==> config.mk <==
export PLATFORM = sky130hd
export DESIGN_NAME = dcache_dataram_arb
export DESIGN_NICKNAME = d
export VERILOG_FILES = /design/src/rtl/cache_defs.sv /design/src/rtl/dcache_arb_prio.sv /design/src/rtl/dcache_dataram_arb.sv
export SDC_FILE = /design/constraint.sdc
export NUM_CORES = 1
export LEC_CHECK = 0
export CAP_MARGIN = 15
export CORE_AREA = 2 2 335 337
export DETAILED_ROUTE_END_ITERATION = 12
export DIE_AREA = 0 0 337 339
export GPL_ROUTABILITY_DRIVEN = 0
export PLACE_DENSITY = 0.36
export SETUP_SLACK_MARGIN = 0.2
export SLEW_MARGIN = 40
export SYNTH_ARGS = -nofsm -noshare
export SYNTH_HDL_FRONTEND = slang
export SYNTH_SLANG_ARGS = --single-unit
==> constraint.sdc <==
create_clock -name clk -period 2.95 [get_ports clk]
set_input_delay 0.4425 -clock clk [delete_from_list [all_inputs] [get_ports clk]]
set_output_delay 0.4425 -clock clk [all_outputs]
set_load 0.05 [all_outputs]
==> src/rtl/cache_defs.sv <==
// Shared dcache definitions: arbiter state/source encodings and set count.
package cache_defs;

  // Number of sets in the data cache; sets the default set-index width.
  localparam int DCACHE_NO_OF_SETS = 16;

  typedef enum logic {
    ARB_IDLE   = 1'b0,
    ARB_LOCKED = 1'b1
  } dcache_arb_state_t;

  // Source values double as bit positions in the 3-bit grant vectors.
  typedef enum logic [1:0] {
    ARB_SRC_RF  = 2'd0,
    ARB_SRC_EV  = 2'd1,
    ARB_SRC_CPU = 2'd2
  } dcache_arb_src_t;

  // One-hot grant bit for a source.
  function automatic logic [2:0] src_onehot(input dcache_arb_src_t src);
    logic [2:0] oh;
    oh = 3'b000;
    oh[src] = 1'b1;
    return oh;
  endfunction

  // Source owning a one-hot grant vector (RF when the vector is empty).
  function automatic dcache_arb_src_t onehot_src(input logic [2:0] oh);
    dcache_arb_src_t src;
    if (oh[2]) begin
      src = ARB_SRC_CPU;
    end else if (oh[1]) begin
      src = ARB_SRC_EV;
    end else begin
      src = ARB_SRC_RF;
    end
    return src;
  endfunction

endpackage

==> src/rtl/dcache_arb_prio.sv <==
// Combinational three-way priority picker shared by the dcache RAM arbiters.
// Bit 0 = refill, bit 1 = eviction, bit 2 = CPU. Normal order is
// RF > EV > CPU; promote lifts the CPU to the top.
module dcache_arb_prio (
  input  logic [2:0] req,
  input  logic       promote,
  output logic [2:0] gnt
);

  // Pick exactly one requester (or none) in priority order.
  always_comb begin
    gnt = 3'b000;
    if (promote && req[2]) begin
      gnt = 3'b100;
    end else if (req[0]) begin
      gnt = 3'b001;
    end else if (req[1]) begin
      gnt = 3'b010;
    end else if (req[2]) begin
      gnt = 3'b100;
    end
  end

endmodule

==> src/rtl/dcache_dataram_arb.sv <==
// Data cache data-RAM port arbiter/sequencer.
// Shares the single RAM port among refill, eviction and CPU requesters,
// supports locked multi-cycle ownership and returns per-requester rvalid
// one cycle after each grant.
// Optional macro DCACHE_ARB_AGING_EN adds a CPU age counter that promotes
// the CPU to top priority after AGE_LIMIT losing cycles.
//
// Handshake: a requester holds req/addr/wr_en/wdata stable until it sees its
// gnt high; gnt is combinational from this cycle's reqs and registered state;
// at most one gnt is high; the matching rvalid pulses in the next cycle.
module dcache_dataram_arb
  import cache_defs::*;
#(
  parameter int NUM_COL    = 16,
  parameter int COL_WIDTH  = 8,
  parameter int ADDR_WIDTH = $clog2(DCACHE_NO_OF_SETS),
  parameter int DATA_WIDTH = NUM_COL * COL_WIDTH,
  parameter int AGE_LIMIT  = 4
) (
  input  logic                  clk,
  input  logic                  rst,
  input  logic                  rf_req,
  input  logic                  rf_lock,
  input  logic [NUM_COL-1:0]    rf_wr_en,
  input  logic [ADDR_WIDTH-1:0] rf_addr,
  input  logic [DATA_WIDTH-1:0] rf_wdata,
  output logic                  rf_gnt,
  output logic                  rf_rvalid,
  input  logic                  ev_req,
  input  logic                  ev_lock,
  input  logic [NUM_COL-1:0]    ev_wr_en,
  input  logic [ADDR_WIDTH-1:0] ev_addr,
  input  logic [DATA_WIDTH-1:0] ev_wdata,
  output logic                  ev_gnt,
  output logic                  ev_rvalid,
  input  logic                  cpu_req,
  input  logic                  cpu_lock,
  input  logic [NUM_COL-1:0]    cpu_wr_en,
  input  logic [ADDR_WIDTH-1:0] cpu_addr,
  input  logic [DATA_WIDTH-1:0] cpu_wdata,
  output logic                  cpu_gnt,
  output logic                  cpu_rvalid,
  output logic [DATA_WIDTH-1:0] rdata,
  output logic                  ram_req,
  output logic [NUM_COL-1:0]    ram_wr_en,
  output logic [ADDR_WIDTH-1:0] ram_addr,
  output logic [DATA_WIDTH-1:0] ram_wdata,
  input  logic [DATA_WIDTH-1:0] ram_rdata,
  output logic                  dbg_state
);

  dcache_arb_state_t state_q, state_d;
  dcache_arb_src_t   owner_q, owner_d;
  logic [2:0]        rvalid_q, rvalid_d;
  logic [2:0]        req_vec, lock_vec, idle_gnt, gnt_vec, owner_mask;
  logic              promote;

  assign req_vec  = {cpu_req, ev_req, rf_req};
  assign lock_vec = {cpu_lock, ev_lock, rf_lock};

  dcache_arb_prio u_prio (
    .req     (req_vec),
    .promote (promote),
    .gnt     (idle_gnt)
  );

`ifdef DCACHE_ARB_AGING_EN
  localparam int AGE_W = $clog2(AGE_LIMIT + 1);
  logic [AGE_W-1:0] cpu_age_q, cpu_age_d;

  // Count CPU losing cycles, saturating at AGE_LIMIT; a CPU grant clears it.
  always_comb begin
    cpu_age_d = cpu_age_q;
    if (gnt_vec[2]) begin
      cpu_age_d = '0;
    end else if (cpu_req && (cpu_age_q != AGE_W'(AGE_LIMIT))) begin
      cpu_age_d = cpu_age_q + 1'b1;
    end
  end

  // Age counter register.
  always_ff @(posedge clk) begin
    if (rst) begin
      cpu_age_q <= '0;
    end else begin
      cpu_age_q <= cpu_age_d;
    end
  end

  // Promotion only affects idle arbitration; a held lock is never broken.
  assign promote = (cpu_age_q == AGE_W'(AGE_LIMIT));
`else
  // Aging compiled out: AGE_LIMIT is never negative, so no promotion.
  assign promote = (AGE_LIMIT < 0);
`endif

  // Grant selection and lock sequencing; reset forces every grant low.
  always_comb begin
    state_d    = state_q;
    owner_d    = owner_q;
    gnt_vec    = 3'b000;
    owner_mask = src_onehot(owner_q);
    if (!rst) begin
      case (state_q)
        ARB_IDLE: begin
          gnt_vec = idle_gnt;
          if ((idle_gnt & lock_vec) != 3'b000) begin
            state_d = ARB_LOCKED;
            owner_d = onehot_src(idle_gnt);
          end
        end
        ARB_LOCKED: begin
          // Owner alone may use the port; lock=0 ends ownership whether or
          // not this cycle carried an access.
          gnt_vec = owner_mask & req_vec;
          if ((owner_mask & lock_vec) == 3'b000) begin
            state_d = ARB_IDLE;
          end
        end
      endcase
    end
    rvalid_d = gnt_vec;
  end

  // FSM, owner and response strobe registers.
  always_ff @(posedge clk) begin
    if (rst) begin
      state_q  <= ARB_IDLE;
      owner_q  <= ARB_SRC_RF;
      rvalid_q <= 3'b000;
    end else begin
      state_q  <= state_d;
      owner_q  <= owner_d;
      rvalid_q <= rvalid_d;
    end
  end

  // Steer the granted requester onto the RAM port; idle port stays quiet.
  always_comb begin
    ram_req   = |gnt_vec;
    ram_wr_en = '0;
    ram_addr  = '0;
    ram_wdata = '0;
    if (gnt_vec[0]) begin
      ram_wr_en = rf_wr_en;
      ram_addr  = rf_addr;
      ram_wdata = rf_wdata;
    end else if (gnt_vec[1]) begin
      ram_wr_en = ev_wr_en;
      ram_addr  = ev_addr;
      ram_wdata = ev_wdata;
    end else if (gnt_vec[2]) begin
      ram_wr_en = cpu_wr_en;
      ram_addr  = cpu_addr;
      ram_wdata = cpu_wdata;
    end
  end

  assign rf_gnt     = gnt_vec[0];
  assign ev_gnt     = gnt_vec[1];
  assign cpu_gnt    = gnt_vec[2];
  assign rf_rvalid  = rvalid_q[0];
  assign ev_rvalid  = rvalid_q[1];
  assign cpu_rvalid = rvalid_q[2];
  assign rdata      = ram_rdata;
  assign dbg_state  = state_q;

endmodule

### Word-level counts from Yosys, hierarchy flattened

Cells that the tools add are included.

* output and inout bits: 284
* register bits after elaboration: 6
* memory bits (writable): 0
* memories kept: 0
* input port bits: 580
* ROM bits: 0
* bits in latches: 0

* bitwise gates (word level): 4
* shift-type cells: 0
* multipliers: 0
* reductions and logical operators: 5
* add/subtract/negate cells: 0
* multiplexer cells: 21
* divide/modulo/power cells: 0
* order comparisons: 2
* equal/unequal tests: 0

Operators by type and width (count)
* two-way mux 128 bit: 3
* two-way mux 16 bit: 3
* two-way mux 3 bit: 4
* two-way mux 4 bit: 3
* bitwise AND 3 bit: 3
* case mux 3 bit (2 select lines): 1
* two-way mux 1 bit: 4
* logical NOT 3 bit: 1
* less-than comparator 2 x 3 -> 1 bit, second input constant: 1
* nonzero test 3 bit: 1
* OR reduction 3 bit: 1
* demux 1 bit (select 2 bit): 1
* greater-or-equal comparator 2 x 1 -> 1 bit, second input constant: 1
* two-way mux 2 bit: 1
* case mux 1 bit (2 select lines): 1
* AND reduction 2 bit: 1
* logical AND 1 bit: 1
* NOT 1 bit: 1

### Depth between registers and ports, before layout

* word-level depth: 10
* depth in mapped cells: 7
* depth with buffers taken out: 4

### Modules after synthesis

A second synthesis with hierarchy kept.

* cells, all modules: 697
* area total of the unflattened synthesis: 4379.2 µm²

Modules (own cells, without submodules)
* dcache_dataram_arb: instances 1, sequential area each 120.1 µm², cells each 692, area each 4340.4 µm²
* dcache_arb_prio: instances 1, sequential area each 0.0 µm², cells each 5, area each 38.8 µm²

### Worst setup path after synthesis

Ideal clock, no wire load.

* kind: register -> output
* start: reg state_q (netlist: dbg_state)
* end: out ram_addr[0]
* data required time: 2.508 ns
* stages on the path, launching flop included: 6
* arrival: 2.517 ns
* path slack: -0.009 ns
* cells stage by stage: dfxtp_1 > buf_2 > a31oi_1 > nor3b_2 > clkbuf_1 > a221o_1

RTL lines
* from (decl): line dcache_dataram_arb.sv:52 `dcache_arb_state_t state_q, state_d;`
* from (signal assigned): line dcache_dataram_arb.sv:132 `state_q <= state_d;`
* NOT 1 bit
* case mux 3 bit (2 select lines) *: line dcache_dataram_arb.sv:104 `case (state_q)`
* two-way mux 3 bit *: line dcache_dataram_arb.sv:103 `if (!rst) begin`
* net ev_gnt: line dcache_dataram_arb.sv:34 `output logic ev_gnt,`
* two-way mux 4 bit *: line dcache_dataram_arb.sv:148 `end else if (gnt_vec[1]) begin`
* two-way mux 4 bit *: line dcache_dataram_arb.sv:144 `if (gnt_vec[0]) begin`
* to (decl): line dcache_dataram_arb.sv:46 `output logic [ADDR_WIDTH-1:0] ram_addr,`

The timed path passes the listed nets; every way through them passes the cells marked *.

### Worst setup path in the final report

* start: in ev_req
* end: out ram_wdata[127]

* word-level cells in the longest chain between the ends: 7

Ends and longest elaborated chain
* from (decl): line dcache_dataram_arb.sv:29 `input logic ev_req,`
* two-way mux 3 bit: line dcache_arb_prio.sv:17 `end else if (req[1]) begin`
* two-way mux 3 bit: line dcache_arb_prio.sv:15 `end else if (req[0]) begin`
* case mux 3 bit (2 select lines) *: line dcache_dataram_arb.sv:104
* two-way mux 3 bit *: line dcache_dataram_arb.sv:103
* two-way mux 128 bit: line dcache_dataram_arb.sv:152 `end else if (gnt_vec[2]) begin`
* two-way mux 128 bit: line dcache_dataram_arb.sv:148
* two-way mux 128 bit *: line dcache_dataram_arb.sv:144
* to (decl): line dcache_dataram_arb.sv:47 `output logic [DATA_WIDTH-1:0] ram_wdata,`

Mark *: on every way between the ends. The rest lies on a longest branch, timed or not.

==> summary.txt <==
Layout
  – Ratio of cells with drive above 1 in the final layout: 22.4%
  – Area of the multi-input gates: 2660 um^2
  – Post-Layout Inst Area: 13100 um^2
  – Area Overhead vs Synth: 230%
  – Register area: 121 um^2
  – Final nets: 1584
  – Post-Route Utilization: 11.9%
  – Fillers: 12600

Logic synthesis
  – Top-area cell type share of the netlist area: 37.3%
  – Cells after Synth: 516
  – Cell type with the largest total area after synthesis: a221o_1
  – Syn nets: 1096
  – EDFF count, synth: 0
  – Synth Cell Area: 3970 um^2
  – Synth Flop Type: dfxtp_1
  – Seq/Total Area, Yosys: 3.03%
  – #FFs+latches synth: 6
  – Syn avg cell area: 7.69 um^2
  – FFs w/ async S/R, synth: 0%
  – Distinct cells, synth: 28
  – Synth top area cells: a221o_1 37%, buf_4 24%, and2_1 23%, buf_2 4.3%, dfxtp_1 3.0%
  – Yosys warnings: 0
  – Synth cell count leaders: 148 x a221o_1, 148 x and2_1, 128 x buf_4

Floorplan
  – # rows: 122
  – Full die area: 114000 um^2
  – # IOs: 864
  – CORE AREA: 110000 um^2
  – Starting Density: 3.60%
  – Die height: 339 um
  – Die width: 337 um

Routing
  – Iter 0 DRT Violations: 236
  – DRC: 0
  – Total wire length: 62.5 mm
  – Pre-antenna DRT Iters: 5
  – Via density: 2.69
  – Routed via count: 6695
  – Detail Route Antenna Nets: 0
  – Routed WL per cell: 25.1 um

Critical path
  – Worst Setup Start Kind: primary input
  – Critical path class: in2out
  – Worst Path Required: 2.51 ns
  – CP Capture Type: output port
  – Worst path arrival time: 2.25 ns
  – Critical Path Fanout Max: 6

Pwr
  – PwrDens: 213 nW/um^2
  – Total Power: 2790 uW
  – VDD IR max: 0.000103 V
  – LEAKAGE: 0.00460 uW

Place
  – HPWL Detailed: 56.7 mm
  – I/O Buffers: 607
  – Placement Setup Slack: -0.0677 ns
  – Area post-placement: 12700 um^2

GRT
  – Tot GR Track Use: 10.3%
  – Largest net degree at the start of global routing: 49
  – First-pass GRT wire length: 77.4 mm
  – Met3 usage in global routing: 7.70%
  – Vias in the first global route: 7279
  – Grt ovf: 0
  – Met1 usage: 10.8%
  – Most Crowded Layer GR: met2
  – Initial antenna violation count: 61
  – Grt met2 use: 17.2%

Timing
  – Final Hold Viols: 0
  – Final Cycle Share: 91.2%
  – Achievable Freq: 0.372 GHz
  – # setup viols final: 0
  – Max-slew headroom: 58.0%
  – Unrepaired setup endpoints after global routing: false
  – Worst-margin pin slew: 0.629 ns
  – Setup Skew: 0.00400 ns
  – Post-route setup slack: 0.260 ns
  – Max-slew violations: 0
  – Worst-case hold slack: 0.572 ns
  – Tmin final: 2.69 ns

CTS
  – Max Buffers Root-to-Sink: 2
  – CTS sink count: 6
  – Num CTS Buffers: 3
  – Clock root buffer: clkbuf_16
  – Worst-skew pair later-pin latency: 0.23 ns
  – CTS clk-pin slew, worst paths: 0.03 ns
  – Hold buffers post-CTS: 0
  – TritonCTS clock tree: yes
  – Htree depth: 1

Flow run
  – Max_cap viols: 0

Outcome
  – Run status: finished clean

Hold path
  – Hold Crit Class: reg2reg
==> layout make-up <==
class	count	area share (%)
antenna	3	0.0574
multi-input combinational	327	20.3
clock buffer	3	0.574
sequential	6	0.927
timing repair buffer	663	63.8
inverter	3	0.0860
tap	1488	14.2
==> power breakdown <==
group | switching (uW) | internal [uW]
Sequential | 7.00 | 86.2
Combinational | 1120 | 1350
Clock | 47.5 | 174
Total | 1170 | 1610
==> layer usage <==
metal  vias to the layer above  share of wire [%]
met5                         -               0.38
met4                        36                1.5
met3                       118                 18
met2                       680                 45
met1                      3041                 35
li1                       2820                  -
==> critical path, cell delays in order <==
cell and delay [ns]:
clkdlybuf4s15_1 0.20, or3_4 0.42, a21oi_4 0.15, buf_12 0.16, buf_16 0.18, buf_12 0.13
and2_1 0.12, a221o_1 0.25, buf_12 0.18
==> stage by stage <==
step / TNS, ns / cells
after global routing: 0 / 2491
after CTS: 0 / 2489
after detailed placement: -2.89 / 2475
after floorplan: 0 / 516
after global placement: -0.651 / 2475
final: 0 / 2493
==> registers in the layout, summed over array words and instances (netlist names) <==
register / count
dbg_state: 1
owner_q: 2
rvalid_q: 3
==> kinds of logic (layout without fill, tap and decap cells) <==
kind of cell    after synthesis  in the layout  share of synthesized area [%]
buf+inv                     183            669                           30.9
simple gates                166            166                           26.4
compound gates              160            160                           39.4
flops                         6              6                           3.03
mux                           1              1                          0.252
other cells                   0              3                              0
==> cells in the final DEF, fill, tap and decap left out, drive strengths merged <==
cell type / Yosys / layout
a31oi: 1 / 1
or3: 2 / 2
nand3b: 3 / 3
a221o: 148 / 148
clkdlybuf4s50: 0 / 451
and3b: 2 / 2
inv: 3 / 3
nand2b: 2 / 2
o22a: 1 / 1
clkbuf: 16 / 4
or4: 1 / 1
nand2: 1 / 1
a221oi: 1 / 1
dlygate4sd2: 0 / 2
mux2i: 1 / 1
nor3b: 2 / 2
bufbuf: 0 / 2
clkdlybuf4s15: 0 / 1
nor2: 4 / 4
o21ai: 3 / 3
or2: 1 / 1
a21oi: 5 / 5
buf: 164 / 206
dfxtp: 6 / 6
and2: 148 / 148
diode: 0 / 3
a2111oi: 1 / 1
==> worst paths after layout <==
path	start	depth (start not counted)	slack, ns	to
max	ev_req	9	0.26	ram_wdata[127]
min	owner_q[0]	2	0.57	owner_q[0]
max reg2reg	dbg_state	4	1.74	rvalid_q[1]
min reg2reg	owner_q[0]	2	0.57	owner_q[0]
==> timing repair <==
action                                  4_1_cts  5_1_grt
cloned                                        5        0
buffers inserted                              6        1
pin swaps                                     3        3
endpoints found under the setup margin      149      142
gates resized for setup                      22        4
Power figures use the tool's default switching activity.
